`src/rtl/ps2_scancode_rx.sv`:
```
// PS/2 keyboard receiver: syncs and glitch-filters the pads, frames 11-bit packets, folds E0/F0 prefixes into flags.
// Latency: the filtered ps2_clk fall that samples the stop bit leads code_valid by 2 clk cycles when the FIFO is empty.
// Backpressure: a show-ahead FIFO absorbs codes; a code that arrives when the FIFO is full (and no pop) is dropped with an overflow pulse.
//
// Ports:
//   clk, reset          system clock, synchronous active-high reset
//   ps2_clk, ps2_data   raw asynchronous keyboard pads
//   rd_en               pops the FIFO head (ignored while code_valid=0)
//   code_valid          FIFO not empty; code_out/code_ext/code_break show the head entry
//   fifo_full           FIFO holds FIFO_DEPTH entries
//   frame_err           one-cycle pulse on start/parity/stop/timeout error
//   overflow            one-cycle pulse when a completed code is dropped
module ps2_scancode_rx #(
    parameter int FILTER_LEN     = 8,
    parameter int TIMEOUT_CYCLES = 50000,
    parameter int FIFO_DEPTH     = 4
) (
    input  logic       clk,
    input  logic       reset,
    input  logic       ps2_clk,
    input  logic       ps2_data,
    input  logic       rd_en,
    output logic       code_valid,
    output logic [7:0] code_out,
    output logic       code_ext,
    output logic       code_break,
    output logic       fifo_full,
    output logic       frame_err,
    output logic       overflow
);

    localparam int FCW  = $clog2(FILTER_LEN + 1);
    localparam int TCW  = $clog2(TIMEOUT_CYCLES + 1);
    localparam int PW   = (FIFO_DEPTH > 1) ? $clog2(FIFO_DEPTH) : 1;
    localparam int CNTW = $clog2(FIFO_DEPTH + 1);

    localparam logic [FCW-1:0]  FILT_LAST = FCW'(FILTER_LEN - 1);
    localparam logic [TCW-1:0]  TO_LAST   = TCW'(TIMEOUT_CYCLES - 1);
    localparam logic [CNTW-1:0] DEPTH_C   = CNTW'(FIFO_DEPTH);

    typedef enum logic [2:0] {
        S_IDLE,
        S_SHIFT,
        S_PARITY,
        S_STOP,
        S_CHECK
    } state_t;

    // ------------------------------------------------------------------
    // Pad synchroniser and ps2_clk glitch filter
    // ------------------------------------------------------------------
    logic           clk_s1_q, clk_s2_q;
    logic           dat_s1_q, dat_s2_q;
    logic           filt_clk_q, filt_prev_q;
    logic [FCW-1:0] filt_cnt_q;
    logic           fall;

    always_ff @(posedge clk) begin
        if (reset) begin
            // Pads idle high; presetting the chain to 1 avoids a false fall after reset.
            clk_s1_q    <= 1'b1;
            clk_s2_q    <= 1'b1;
            dat_s1_q    <= 1'b1;
            dat_s2_q    <= 1'b1;
            filt_clk_q  <= 1'b1;
            filt_prev_q <= 1'b1;
            filt_cnt_q  <= '0;
        end else begin
            clk_s1_q    <= ps2_clk;
            clk_s2_q    <= clk_s1_q;
            dat_s1_q    <= ps2_data;
            dat_s2_q    <= dat_s1_q;
            filt_prev_q <= filt_clk_q;
            // The filtered level only moves after FILTER_LEN consecutive disagreeing samples.
            if (clk_s2_q != filt_clk_q) begin
                if (filt_cnt_q == FILT_LAST) begin
                    filt_clk_q <= ~filt_clk_q;
                    filt_cnt_q <= '0;
                end else begin
                    filt_cnt_q <= filt_cnt_q + FCW'(1);
                end
            end else begin
                filt_cnt_q <= '0;
            end
        end
    end

    assign fall = filt_prev_q & ~filt_clk_q;

    // ------------------------------------------------------------------
    // Frame FSM
    // ------------------------------------------------------------------
    state_t         state_q, state_d;
    logic [2:0]     bit_cnt_q, bit_cnt_d;
    logic [7:0]     shift_q, shift_d;
    logic           par_q, par_d;
    logic           stop_q, stop_d;
    logic [TCW-1:0] to_cnt_q, to_cnt_d;
    logic           ext_pend_q, ext_pend_d;
    logic           brk_pend_q, brk_pend_d;
    logic           frame_err_q, frame_err_d;
    logic           overflow_q, overflow_d;
    logic           push_req;
    logic           frame_good;

    // Odd parity over data+parity, and a high stop bit.
    assign frame_good = stop_q & (^{shift_q, par_q});

    always_comb begin
        state_d     = state_q;
        bit_cnt_d   = bit_cnt_q;
        shift_d     = shift_q;
        par_d       = par_q;
        stop_d      = stop_q;
        to_cnt_d    = to_cnt_q;
        ext_pend_d  = ext_pend_q;
        brk_pend_d  = brk_pend_q;
        frame_err_d = 1'b0;
        push_req    = 1'b0;

        case (state_q)
            S_IDLE: begin
                to_cnt_d = '0;
                if (fall) begin
                    if (!dat_s2_q) begin
                        state_d   = S_SHIFT;
                        bit_cnt_d = '0;
                    end else begin
                        frame_err_d = 1'b1;   // start bit must be 0
                    end
                end
            end
            S_SHIFT, S_PARITY, S_STOP: begin
                if (fall) begin
                    to_cnt_d = '0;
                    if (state_q == S_SHIFT) begin
                        // LSB arrives first: shift in from the top.
                        shift_d   = {dat_s2_q, shift_q[7:1]};
                        bit_cnt_d = bit_cnt_q + 3'd1;
                        if (bit_cnt_q == 3'd7) begin
                            state_d = S_PARITY;
                        end
                    end else if (state_q == S_PARITY) begin
                        par_d   = dat_s2_q;
                        state_d = S_STOP;
                    end else begin
                        stop_d  = dat_s2_q;
                        state_d = S_CHECK;
                    end
                end else if (to_cnt_q == TO_LAST) begin
                    frame_err_d = 1'b1;
                    ext_pend_d  = 1'b0;
                    brk_pend_d  = 1'b0;
                    to_cnt_d    = '0;
                    state_d     = S_IDLE;
                end else begin
                    to_cnt_d = to_cnt_q + TCW'(1);
                end
            end
            S_CHECK: begin
                state_d = S_IDLE;
                if (frame_good) begin
                    if (shift_q == 8'hE0) begin
                        ext_pend_d = 1'b1;
                    end else if (shift_q == 8'hF0) begin
                        brk_pend_d = 1'b1;
                    end else begin
                        // Prefixes are consumed whether or not the FIFO accepts the code.
                        push_req   = 1'b1;
                        ext_pend_d = 1'b0;
                        brk_pend_d = 1'b0;
                    end
                end else begin
                    frame_err_d = 1'b1;
                    ext_pend_d  = 1'b0;
                    brk_pend_d  = 1'b0;
                end
            end
            default: state_d = S_IDLE;
        endcase
    end

    // ------------------------------------------------------------------
    // Show-ahead FIFO: entry = {ext, break, code}
    // ------------------------------------------------------------------
    logic [9:0]      mem_q [FIFO_DEPTH];
    logic [PW-1:0]   wr_ptr_q, rd_ptr_q, rd_ptr_nxt;
    logic [CNTW-1:0] count_q, count_d;
    logic [9:0]      head_q, head_d;
    logic [9:0]      push_entry;
    logic            do_push, do_pop;

    assign push_entry = {ext_pend_q, brk_pend_q, shift_q};
    assign rd_ptr_nxt = rd_ptr_q + PW'(1);

    always_comb begin
        // A pop on an empty FIFO is ignored; a push on a full FIFO only lands if a pop frees a slot.
        do_pop     = rd_en & (count_q != '0);
        do_push    = push_req & ((count_q != DEPTH_C) | do_pop);
        overflow_d = push_req & ~do_push;

        count_d = count_q;
        if (do_push && !do_pop) begin
            count_d = count_q + CNTW'(1);
        end else if (!do_push && do_pop) begin
            count_d = count_q - CNTW'(1);
        end

        // The head register holds its value when the FIFO drains, so the outputs keep their last code.
        head_d = head_q;
        if (do_push && (count_q == '0 || (do_pop && count_q == CNTW'(1)))) begin
            head_d = push_entry;
        end else if (do_pop && count_q > CNTW'(1)) begin
            head_d = mem_q[rd_ptr_nxt];
        end
    end

    always_ff @(posedge clk) begin
        if (do_push) begin
            mem_q[wr_ptr_q] <= push_entry;
        end
    end

    always_ff @(posedge clk) begin
        if (reset) begin
            state_q     <= S_IDLE;
            bit_cnt_q   <= '0;
            shift_q     <= '0;
            par_q       <= 1'b0;
            stop_q      <= 1'b0;
            to_cnt_q    <= '0;
            ext_pend_q  <= 1'b0;
            brk_pend_q  <= 1'b0;
            frame_err_q <= 1'b0;
            overflow_q  <= 1'b0;
            wr_ptr_q    <= '0;
            rd_ptr_q    <= '0;
            count_q     <= '0;
            head_q      <= '0;
        end else begin
            state_q     <= state_d;
            bit_cnt_q   <= bit_cnt_d;
            shift_q     <= shift_d;
            par_q       <= par_d;
            stop_q      <= stop_d;
            to_cnt_q    <= to_cnt_d;
            ext_pend_q  <= ext_pend_d;
            brk_pend_q  <= brk_pend_d;
            frame_err_q <= frame_err_d;
            overflow_q  <= overflow_d;
            count_q     <= count_d;
            head_q      <= head_d;
            if (do_push) begin
                wr_ptr_q <= wr_ptr_q + PW'(1);
            end
            if (do_pop) begin
                rd_ptr_q <= rd_ptr_nxt;
            end
        end
    end

    assign code_valid = (count_q != '0);
    assign code_ext   = head_q[9];
    assign code_break = head_q[8];
    assign code_out   = head_q[7:0];
    assign fifo_full  = (count_q == DEPTH_C);
    assign frame_err  = frame_err_q;
    assign overflow   = overflow_q;

endmodule

```
`config.mk`:
```
export PLATFORM = sky130hd
export DESIGN_NAME = ps2_scancode_rx
export DESIGN_NICKNAME = d
export VERILOG_FILES = /design/src/rtl/ps2_scancode_rx.sv
export SDC_FILE = /design/constraint.sdc
export NUM_CORES = 1
export LEC_CHECK = 0
export BUFFER_PORTS_ARGS = -buffer_cell sky130_fd_sc_hd__buf_2
export CORE_UTILIZATION = 60
export DETAILED_ROUTE_END_ITERATION = 10
export PLACE_DENSITY_LB_ADDON = 0.05
export SLEW_MARGIN = 30
export SYNTH_ARGS = -nofsm -noshare
export SYNTH_HDL_FRONTEND = slang
export SYNTH_SLANG_ARGS = --single-unit
```
`constraint.sdc`:
```
create_clock -name clk -period 3.95 [get_ports clk]
set_input_delay 0 -clock clk [delete_from_list [all_inputs] [get_ports clk]]
set_output_delay 0 -clock clk [all_outputs]
set_load 0.03 [all_outputs]
```
==> flow_results.org, run 1 <==
** Clocking
- TritonCTS built the clock tree.
- Clock tree synthesis found a total of 103 sinks.
- Buffers inserted during post-CTS setup optimization :: 0
- Clock-pin slew was measured on the worst setup and hold paths at about 0.1 ns.
- Counting along the longest clock path gives a buffer depth of 2.
- Number of H-tree levels :: 3
- Clock tree synthesis selected as its root buffer the cell sky130_fd_sc_hd__clkbuf_8.
- The later pin in the worst-skew pair is clocked with a latency of between 0.3 and 0.4 ns.
- Counting the buffers created by CTS gives 9.

** Worst hold path
- The path class of the tightest hold or removal check is primary input to flip-flop.
- Hold path endpoint :: rd_ptr_q[0]
- Along the worst hold path, the cell count comes to 2.
- The startpoint identified for the worst hold timing path is reset.

** Power and ir drop
- Worst VDD drop :: roughly 0.00022 V
- After layout, the design draws a total of 2.29 mW.
- Cell Pwr Density :: 452 mW/mm^2
- Leakage :: ~1.9 nW

** Critical path
- Critical path cell sequence :: xnor2_1, xnor3_2, or2_1, a21oi_4, ha_1, or3_1, a21oi_1
- Along the worst path, the maximum fanout reaches 10.
- The critical path contains buffers and inverters numbering 0 combined.
- Cell family with the largest share of critical-path delay :: XOR/XNOR gates
- Terminus of the critical flop-to-flop path :: count_q[2]
- Critical path's slowest cell :: sky130_fd_sc_hd__dfxtp_1
- The worst register-to-register path begins at shift_q[4].
- Signal arrival time at the worst endpoint :: around 2.9 ns
- The worst setup path is launched from a flip-flop.
- The critical path is of the flip-flop to flip-flop type.
- For this run, the slowest stage of the critical path takes approximately 0.52 ns.
- Worst setup EP type :: flip-flop
- Critical path required time :: 4.24 ns
- Across all register-to-register paths, the minimum setup slack is around 1.3 ns.
- Reg2Reg Depth :: 7

** GRT
- Entering global routing, the biggest net connects 41 pins.
- Global-route wire length before repair :: between 10000 and 15000 um
- The number of global-route vias before repair was between 3000 and 4000.
- For this run, the total global-route usage over all layers was measured as 0.233.
- For this run the aggregate overflow at the end of global routing stands at 0.
- The number of antenna violations at the first check in global routing was 0.

** Place
- Before CTS, the worst setup slack after placement is about 1.4 ns.
- Placer Congestion :: 0.824
- Detailed-placement wirelength estimate :: 5840 um
- Number of I/O port buffers :: 18

** Routing
- Detailed routing inserted a total of roughly 3100 vias.
- The pre-antenna-repair detailed-routing pass consisted of 4 iterations.
- After detailed routing, the total wire length is around 8700 um.
- DRT iter0 DRCs :: 151
- Vias per inst :: 5.85
- After detailed routing, the average wire length per cell comes to 16.3 um.
- Number of nets with antenna violations after detailed routing :: 0
- After detailed routing, the number of remaining DRC violations is 0.

** Floorplan
- The total area inside the core boundary comes to 0.00737 mm^2.
- Floorplan die area :: 0.00812 mm^2
- During I/O placement, the number of pins put on the boundary was 19.
- The die is about 90 um tall.
- After floorplanning, the core was divided into 31 placement rows.
- From left edge to right edge, the die measures about 90 um.
- Starting Density :: 0.632

** Layout
- Area growth from synthesis to final layout :: 8.57%
- Leaving out fill and tap cells, the most frequent cells in the layout are sky130_fd_sc_hd__dfxtp_1, sky130_fd_sc_hd__nor2_1, sky130_fd_sc_hd__edfxtp_1.
- Leaving out fill and tap cells, the most frequent cell in the layout is sky130_fd_sc_hd__dfxtp_1.
- Ratio of cells with drive above 1 in the final layout :: 0.145
- At the end of the flow the core is filled with cells to 0.686.
- The repair_antennas step left the layout with diodes totalling 0.
- Layout net count :: roughly 450
- After filler insertion, the fill cell instance count of the layout stands at about 570.

** STA
- Fin crit period :: roughly 2.6 ns
- In the final timing run, aggregate negative setup slack is 0 ns.
- At the pin with the least slew margin, the transition time is between 0.7 and 0.8 ns.
- Static timing analysis puts the maximum clock frequency at approximately 380 MHz.
- Setup violations remaining at the end of the flow were counted as 0.
- Final Hold Vio Count :: 0
- Across the routed clock network, the largest skew measured is roughly 0.0086 ns.
- Share of the cycle needed by the critical path after routing :: 0.664
- Max-slew violation count :: 0
- Hold is met by between 0.1 and 0.15 ns.
- Tightest slew margin relative to the limit :: 0.498
- Final WS setup :: 1.33 ns
- Setup repair after global routing left no endpoint under its margin.

** Logic synthesis
- The synthesized netlist contains 56 unique library cells.
- The mapped netlist covers ~0.0047 mm^2.
- Number of warning messages in the yosys log :: 0
- Seq cells post-synth :: around 100
- Syn Area/Cell :: 11.2 um^2
- Among all flip-flop cells after synthesis, the most frequent one is sky130_fd_sc_hd__dfxtp_1.
- Counting flops with a built-in enable in the synthesized netlist gives 40.
- Total nets after synthesis :: between 400 and 500
- Post-Syn Instances :: around 410
- Sequential fraction of the synthesis area :: 0.529
- Of all flip-flops after synthesis, the portion carrying an async set or reset was 0.

** Flow run
- Max-cap violations in this run came to 0.

** Outcome
- The run finished with clean final reports.
[how the worst max path moves through the flow]
stage | start | to | depth (start not counted)
after global placement | shift_q[4] | count_q[2] | 7
after detailed placement | shift_q[4] | count_q[2] | 7
after CTS | shift_q[4] | count_q[2] | 7
after floorplan | shift_q[4] | count_q[2] | 7
final | shift_q[4] | count_q[2] | 7
after global routing | shift_q[4] | count_q[2] | 7
[final cells by class]
cell class	instances	area, um^2	share of cell area
clock buffers	10	149	0.0295
clock inverters	6	72.6	0.0144
inverters	13	48.8	0.00965
multi-input cells	279	2070	0.409
flip-flops and latches	103	2460	0.487
well taps	99	124	0.0245
repair buffers	23	133	0.0262
[synth_stat cells, types with 2 or more instances]
cell | n | area (um^2)
sky130_fd_sc_hd__nand4_1 | 4 | 25.0
sky130_fd_sc_hd__ha_1 | 13 | 163
sky130_fd_sc_hd__mux4_2 | 10 | 225
sky130_fd_sc_hd__buf_2 | 3 | 15.0
sky130_fd_sc_hd__nand2_1 | 18 | 67.6
sky130_fd_sc_hd__a211oi_1 | 3 | 22.5
sky130_fd_sc_hd__or2_2 | 5 | 31.3
sky130_fd_sc_hd__o21bai_1 | 9 | 67.6
sky130_fd_sc_hd__a21boi_0 | 10 | 75.1
sky130_fd_sc_hd__inv_1 | 13 | 48.8
sky130_fd_sc_hd__nand3_1 | 12 | 60.1
sky130_fd_sc_hd__or3_1 | 3 | 18.8
sky130_fd_sc_hd__o21ai_0 | 9 | 45.0
sky130_fd_sc_hd__o31ai_1 | 3 | 22.5
sky130_fd_sc_hd__mux2i_1 | 23 | 230
sky130_fd_sc_hd__nor4_1 | 3 | 18.8
sky130_fd_sc_hd__dfxtp_1 | 63 | 1260
sky130_fd_sc_hd__and3_1 | 13 | 81.3
sky130_fd_sc_hd__nand3b_1 | 3 | 22.5
sky130_fd_sc_hd__xor2_1 | 9 | 78.8
sky130_fd_sc_hd__or3b_2 | 2 | 17.5
sky130_fd_sc_hd__a22oi_1 | 2 | 15.0
sky130_fd_sc_hd__nand4b_1 | 5 | 43.8
sky130_fd_sc_hd__nor3_1 | 5 | 25.0
sky130_fd_sc_hd__clkbuf_1 | 14 | 52.6
sky130_fd_sc_hd__a21oi_1 | 14 | 70.1
sky130_fd_sc_hd__nand2b_1 | 12 | 75.1
sky130_fd_sc_hd__a211o_1 | 2 | 17.5
sky130_fd_sc_hd__xnor2_1 | 11 | 96.3
sky130_fd_sc_hd__and2_1 | 5 | 31.3
sky130_fd_sc_hd__nor2_1 | 46 | 173
sky130_fd_sc_hd__nor2b_1 | 4 | 25.0
sky130_fd_sc_hd__edfxtp_1 | 40 | 1200
[where the power goes]
group / switching [mW] / internal (mW) / leakage [nW] / total, mW
logic: 0.242 / 0.153 / 0.866 / 0.395
registers: 0.0504 / 1.13 / 0.889 / 1.18
clock network: 0.369 / 0.338 / 0.109 / 0.708
total: 0.662 / 1.62 / 1.86 / 2.29
[timing repair]
action	in CTS	in global routing
endpoints found under the hold margin	2	0
hold buffers	2	0
gates resized for setup	0	0
[flip-flops by register name, indices dropped and copies added (netlist names), 2 cells and up]
| name | flops |
|---|---|
| head_q | 10 |
| bit_cnt_q | 3 |
| to_cnt_q | 16 |
| state_q | 3 |
| filt_cnt_q | 4 |
| rd_ptr_q | 2 |
| shift_q | 8 |
| mem_q | 40 |
| count_q | 3 |
| wr_ptr_q | 2 |
[per-stage QoR]
step	area [um^2]	std cells
6_report	5050	533
5_1_grt	5050	533
4_1_cts	5050	533
3_5_place_dp	4810	515
3_3_place_gp	4810	515
2_1_floorplan	4660	414
[cell families (layout without fill, tap and decap cells)]
group           count (synthesis)  after routing  share of synthesized area
xor+xnor                       21             21                     0.0427
mux                            34             34                      0.100
flops                         103            103                      0.529
compound gates                 62             62                     0.0927
simple gates                  149            149                      0.173
fa+ha+maj                      13             13                     0.0349
buf+inv                        32             52                     0.0274
[routing by layer]
metal,track usage,vias up,wire length [um]
li1,-,1510,-
met1,0.331,1550,4120
met2,0.363,54,4160
met3,0.0431,6,336
met4,0.0739,0,85
met5,0,-,0
(Power assumes the default switching activity.)
==> run 2: changes to the inputs <==
Clock period 3.95 ns to 2.5 ns, I/O delays scaled along.
==> run 2 against run 1 <==
  * Routed wire length fell by 4.3%
  * Combinational power increased by 60%
  * Power rose by 51%
  * Maximum frequency up 13%
  * Critical path type unchanged
  * Worst setup slack worse by 1.1 ns
  * Register-to-register slack worse by 1.1 ns
  * Highest routed layer unchanged
  * Global-route usage decreased by 0.81 points
  * Worst hold slack worse by 0.035 ns
==> flow_results.org, run 2 (synthesis gave the netlist of run 1 again) <==
** Outcome
- The run finished with clean final reports.

** STA
- Setup_tns :: 0 ns
- Based on the critical path, the design can be clocked at up to roughly 430 MHz.
- Final count of negative-setup-slack endpoints :: 0
- For the pin with the worst max-slew slack, the measured transition is 0.899 ns.
- Final WS setup :: 0.185 ns
- The smallest clock period supported by the final layout is computed as 2.31 ns.
- Unrepaired setup endpoints after global routing :: false
- The final-report hold violation count was 0.
- Worst clock skew on the final layout :: around 0.0090 ns
- Hold timing on the final database bottoms out at a slack of around 0.11 ns.
- Max-slew violation count :: 0
- The worst pin sits at a relative slew slack of 0.401.
- Share of the cycle needed by the critical path after routing :: 0.926

** Worst hold path
- Along the worst hold path, the cell count comes to 2.
- Hold Path Origin :: rd_en
- Class of the tightest hold or removal check :: primary input to flip-flop
- Hold path endpoint :: overflow

** Clocking
- CTS root buf :: sky130_fd_sc_hd__clkbuf_8
- Number of cells upsized or downsized after cts :: 0
- Counting along the longest clock path gives a buffer depth of 2.
- Worst skew pair latency :: around 0.36 ns
- Clock tree from TritonCTS :: yes
- The clock drives a little over 100 sinks.
- Clock-pin slew was measured on the worst setup and hold paths at approximately 0.1 ns.
- Inserted Clock Buffers :: 9
- Number of H-tree levels :: 3

** Critical path
- Maximum net fanout on the critical path :: 5
- The worst setup path is captured at a flip-flop.
- Terminus of the critical flop-to-flop path :: count_q[2]
- Data on the critical path is required at its endpoint by around 2.8 ns.
- Reg2Reg Depth :: 7
- Crit path launch type :: flip-flop
- At the worst endpoint, the arrival time is ~2.6 ns.
- Setup CP Type :: flip-flop to flip-flop
- The startpoint identified for the worst register-to-register timing path is shift_q[3].
- Register-to-Register Setup Slack :: approximately 0.19 ns

** Power and ir drop
- In this run the static leakage power is between 1.5 and 2 nW.
- Cell Pwr Density :: around 670 mW/mm^2
- IR analysis of the VDD net gives a maximum drop of roughly 0.00043 V.

** Floorplan
- The floorplan step defined a die boundary enclosing ~0.0081 mm^2.
- The initial utilization of the core area, before any placement, comes to 0.632.
- For this design the top-level I/O count stands at 19.
- In this run the vertical extent of the chip is between 90 and 100 um.
- The floorplan has 31 rows.
- X dimension of the die :: approximately 90 um
- Placeable core region :: about 0.0074 mm^2

** Place
- Timing analysis after detailed placement gives a worst setup slack of 0.216 ns.
- During placement, the flow inserted port buffers numbering 18.
- Placed Instance Area :: about 0.0049 mm^2
- Cell count after placement :: ~530
- Detailed-placement wirelength estimate :: about 5700 um
- Placer Congestion :: 0.781

** GRT
- Number of antenna violations at the first check in global routing :: 0
- The first global-routing pass estimated 14400 um of wire.
- For this run the aggregate overflow at the end of global routing stands at 0.
- Pin count of the biggest net entering global routing :: 54
- Number of global-route vias before repair :: between 3000 and 4000
- Across every metal layer, demand over resource in global routing totals 0.225.

** Layout
- Layout net count :: 460
- The top cell types in the final layout, fill and taps aside, are sky130_fd_sc_hd__dfxtp_1, sky130_fd_sc_hd__nor2_1, sky130_fd_sc_hd__edfxtp_1.
- Ranked by flip-flop count, first place goes to mem_q.
- 0 antenna diodes ended up in the layout.
- Final cell count without fillers :: between 500 and 600
- Leaving out fill and tap cells, the most frequent cell in the layout is sky130_fd_sc_hd__dfxtp_1.
- The register with the most flip-flops in the layout has 40 of them.
- Design area :: around 0.005 mm^2
- Area growth from synthesis to final layout :: 9.81%
- Ratio of cells with drive above 1 in the final layout :: 0.170
- The largest registers in the layout are mem_q: 40 flops, to_cnt_q: 16 flops, head_q: 10 flops.

** Routing
- Final wirelength :: ~8300 um
- The detailed router placed 3084 vias in this run.
- Dividing the detail-routed via count by the number of cells gives 5.65.
- Length of the first detailed-routing pass in iterations :: 4
- Number of nets with antenna violations after detailed routing :: 0
- WL/cell :: about 15 um
- DRT iter0 DRCs :: a little under 200
- In the routed design, unresolved DRC markers number 0.

** Flow run
- Max-cap violation count :: 0
run 2: changes by cell type in the layout (fill, tap and decap cells not counted):
cell / delta
sky130_fd_sc_hd__clkinv_2: +2
sky130_fd_sc_hd__buf_4: +13
sky130_fd_sc_hd__clkbuf_8: +1
sky130_fd_sc_hd__bufinv_16: -1
sky130_fd_sc_hd__clkbuf_16: -1
sky130_fd_sc_hd__clkinv_4: -1
run 2: routing by layer:
metal,global-route usage,up-vias,part of all wire
li1,-,1540,-
met1,0.301,1491,0.49
met2,0.365,42,0.47
met3,0.0465,11,0.028
met4,0.0780,0,0.018
met5,0,-,0
run 2: worst max path at each step:
stage	startpoint	endpoint	slack (ns)
final	shift_q[3]	count_q[2]	0.19
after global routing	shift_q[6]	count_q[2]	0.11
after CTS	shift_q[3]	count_q[2]	0.19
after detailed placement	shift_q[3]	count_q[2]	0.22
after global placement	shift_q[6]	count_q[2]	0.26
after floorplan	shift_q[4]	count_q[2]	0.13
run 2: metrics by stage:
stage,power [mW],util
floorplan,2.36,-
global placement,2.51,0.666
detailed placement,2.52,0.666
CTS,3.48,0.694
global route,3.62,0.694
finish,3.44,0.694
run 2: power by group:
part / leakage [nW] / internal, mW / switching, mW
clock: 0.0930 / 0.395 / 0.557
sequential: 0.889 / 1.79 / 0.0686
combinational: 0.937 / 0.245 / 0.386
run 2: area by class of cell:
type	count	area (um^2)
sequential	103	2460
multi-input combinational	279	2070
inverter	13	48.8
tap	99	124
fill	588	2260
timing repair buffer	36	230
clock buffer	10	138
clock inverter	6	43.8
run 2: worst max-delay path: stages, from the launching register on:
cell and delay [ns]:
sky130_fd_sc_hd__dfxtp_1 0.33, sky130_fd_sc_hd__xnor2_1 0.18, sky130_fd_sc_hd__xnor3_2 0.50, sky130_fd_sc_hd__or2_1 0.27
sky130_fd_sc_hd__a21oi_4 0.17, sky130_fd_sc_hd__ha_1 0.30, sky130_fd_sc_hd__or3_1 0.38, sky130_fd_sc_hd__a21oi_1 0.14
run 2: timing repair:
action	CTS	global route
hold buffers	2	0
hold endpoints to repair	2	0
buffers inserted	0	0
==> run 3: changes to the inputs <==
Settings changed: CORE_UTILIZATION 60 to 55.
==> run 3 against run 2 <==
  * Global-route usage down 1.0 points
  * Clock skew is 0.0021 ns higher
  * Sequential power barely moved
  * Die area increased by 8.9%
  * Maximum frequency down 1.5%
  * Routed wire length rose by 4.0%
  * Worst hold slack worse by 0.0023 ns
  * Power up 0.22%
  * Clock power is essentially flat
  * Final area up 0.42%
  * Flip-flop and latch count stayed put
  * Combinational power increased by 1%
==> flow_results.org, run 3 (synthesis gave the netlist of run 1 again) <==
** Outcome
- Outcome :: complete, no violations

** Place
- Cell count after placement :: 536
- Placer Congestion :: 0.762
- Placed Instance Area :: 0.00493 mm^2
- The HPWL after detailed placement is 5930 um.
- Number of I/O port buffers :: 18

** Worst hold path
- Hold Path Origin :: rd_en
- The worst hold path belongs to the class primary input to flip-flop.
- Number of cells on the worst hold path :: 2
- Hold path endpoint :: overflow

** Floorplan
- From bottom edge to top edge, the die measures 94.0 um.
- Placeable core region :: 0.00822 mm^2
- During I/O placement, the number of pins put on the boundary was 19.
- The die is around 94 um wide.
- Starting Density :: 0.567
- The die covers 0.00884 mm^2.
- Site Rows :: 33

** Clocking
- Worst skew pair latency :: between 0.3 and 0.4 ns
- The number of gates resized after CTS was 0.
- CTS built an H-tree with a depth of 3.
- TritonCTS created 9 clock buffers.
- No sink is reached through more buffers than the 2 on the longest clock path.
- CTS root buf :: sky130_fd_sc_hd__clkbuf_8
- TritonCTS built the clock tree.
- After clock tree synthesis, the clock-pin slew on the worst setup and hold paths is 0.09 ns.
- For this design, the sink count on the clock tree is between 100 and 150.

** Layout
- The area growth from synthesis to layout is 10.3%.
- Register ranked first by flip-flop count :: mem_q
- After the flow finishes, the layout carries non-filler instances totaling around 550.
- The number of antenna diodes in the final layout is 0.
- Counting the fill cells in the layout gives a little under 700.
- Largest registers :: mem_q: 40 flops, to_cnt_q: 16 flops, head_q: 10 flops
- Ratio of cells with drive above 1 in the final layout :: 0.174
- The final layout contains 462 nets.
- Leading cell type in the layout, fill and taps excluded :: sky130_fd_sc_hd__dfxtp_1
- Design area :: around 0.005 mm^2
- Number of flip-flops in the largest register :: 40
- The top cell types in the final layout, fill and taps aside, are sky130_fd_sc_hd__dfxtp_1, sky130_fd_sc_hd__nor2_1, sky130_fd_sc_hd__edfxtp_1.

** Power and ir drop
- Internal power :: roughly 2.4 mW
- Worst VDD drop :: 0.000364 V
- Power share of the combinational group :: 0.185
- In this run the static leakage power is about 1.9 nW.
- The share of total power dissipated in the clock network is 0.276.
- Summed over all nets, the switching power comes to about 1.0 mW.
- Dividing total power by cell area gives a power density of 672 mW/mm^2.
- The share of total power dissipated in sequential elements is 0.539.
- Of the total power, the share spent switching nets is 0.302.

** STA
- Share of the cycle needed by the critical path after routing :: 0.940
- Final count of negative-setup-slack endpoints :: 0
- Unrepaired setup endpoints after global routing :: false
- The clock arrives with roughly 0.011 ns of skew.
- The final-report hold violation count was 0.
- Fin crit period :: 2.35 ns
- Measured slew at the worst slew-check pin :: 0.734 ns
- Setup_tns :: 0 ns
- The number of pins exceeding their max-slew limit in the final report is 0.
- Tightest slew margin relative to the limit :: 0.507
- FMAX :: about 430 MHz

** Critical path
- At the worst endpoint, the arrival time is around 2.6 ns.
- Terminus of the critical flop-to-flop path :: count_q[2]
- The largest individual stage delay along the critical path comes from the cell sky130_fd_sc_hd__dfxtp_1.
- Reg2Reg Depth :: 7
- Critical path required time :: ~2.8 ns
- The setup path with the least slack is of type flip-flop to flip-flop.
- Along the worst path, the maximum fanout reaches 9.
- Across all register-to-register paths, the minimum setup slack is approximately 0.15 ns.
- Total buffers and inverters traversed by the critical path :: 0
- STA classifies the critical path endpoint as a flip-flop.
- In this run the critical register-to-register path is launched from shift_q[5].
- Cell family with the largest share of critical-path delay :: simple AND/OR/NAND/NOR gates
- Crit path launch type :: flip-flop
- Max stage delay on crit path :: approximately 0.52 ns
- Walking the worst path, the cells encountered are xnor2_1, xnor3_2, or2_1, a21oi_4, ha_1, or3_1, a21oi_1.

** Routing
- In the routed design, unresolved DRC markers number 0.
- For this block, the initial DRC count from the detailed router was ~170.
- Length of the first detailed-routing pass in iterations :: 4
- Final wirelength :: slightly below 9000 um
- Vias per inst :: between 5 and 6
- Routed via count :: roughly 3100
- WL/cell :: around 16 um
- Number of nets with antenna violations after detailed routing :: 0

** GRT
- The number of antenna violations at the first check in global routing was 0.
- Global-route wire length before repair :: roughly 14000 um
- Global routing finished with a remaining overflow of 0.
- For this run, the total global-route usage over all layers was measured as 0.215.
- Entering global routing, the biggest net connects 36 pins.
- The number of global-route vias before repair came to ~2800.

** Flow run
- Max-cap violations in this run came to 0.
-- run 3: changes by cell type in the layout (fill, tap and decap cells not counted), sizes merged --
cell,previous run,this run
buf,34,36
clkbuf,10,9
clkinv,3,2
clkinvlp,1,3
-- run 3: worst max path at each step --
| stage | to | cells after the start | from |
|---|---|---|---|
| 3_5_place_dp | count_q[2] | 7 | shift_q[5] |
| 2_1_floorplan | count_q[2] | 7 | shift_q[4] |
| 3_3_place_gp | count_q[2] | 7 | shift_q[3] |
| 5_1_grt | count_q[2] | 7 | shift_q[5] |
| 4_1_cts | count_q[2] | 7 | shift_q[5] |
| 6_report | count_q[2] | 7 | shift_q[5] |
-- run 3: layout make-up --
cell class / instances / area, um^2 / share of cell area
sequential: 103 / 2460 / 0.480
multi-input combinational: 279 / 2070 / 0.402
timing repair buffer: 38 / 245 / 0.0478
tap: 105 / 131 / 0.0256
clock buffer: 9 / 124 / 0.0241
clock inverter: 7 / 56.3 / 0.0110
inverter: 13 / 48.8 / 0.00951
-- run 3: stage by stage --
step	hold WS, ns	utilization	total power, mW	worst slack, ns
2_1_floorplan	0.104	-	2.36	0.134
3_3_place_gp	0.182	0.600	2.53	0.254
3_5_place_dp	0.186	0.600	2.53	0.181
4_1_cts	0.0834	0.625	3.48	0.151
5_1_grt	0.123	0.625	3.63	0.00976
6_report	0.107	0.625	3.45	0.150
-- run 3: repair_timing --
action                                 CTS  global route
hold buffers                             2             0
setup buffers                            0             0
endpoints found under the hold margin    2             0
-- run 3: per-layer routing --
layer	vias to the layer above	wire (um)	track usage
met5	-	0	0
met4	0	71	0.0769
met3	5	368	0.0324
met2	56	3860	0.312
met1	1499	4370	0.325
li1	1550	-	-
-- run 3: power groups by stage --
stage / Sequential, mW / Combinational, mW / Clock [mW]
global placement: 1.90 / 0.626 / 0
detailed placement: 1.90 / 0.632 / 0
floorplan: 1.93 / 0.426 / 0
global route: 1.87 / 0.708 / 1.05
finish: 1.86 / 0.638 / 0.951
CTS: 1.86 / 0.640 / 0.982
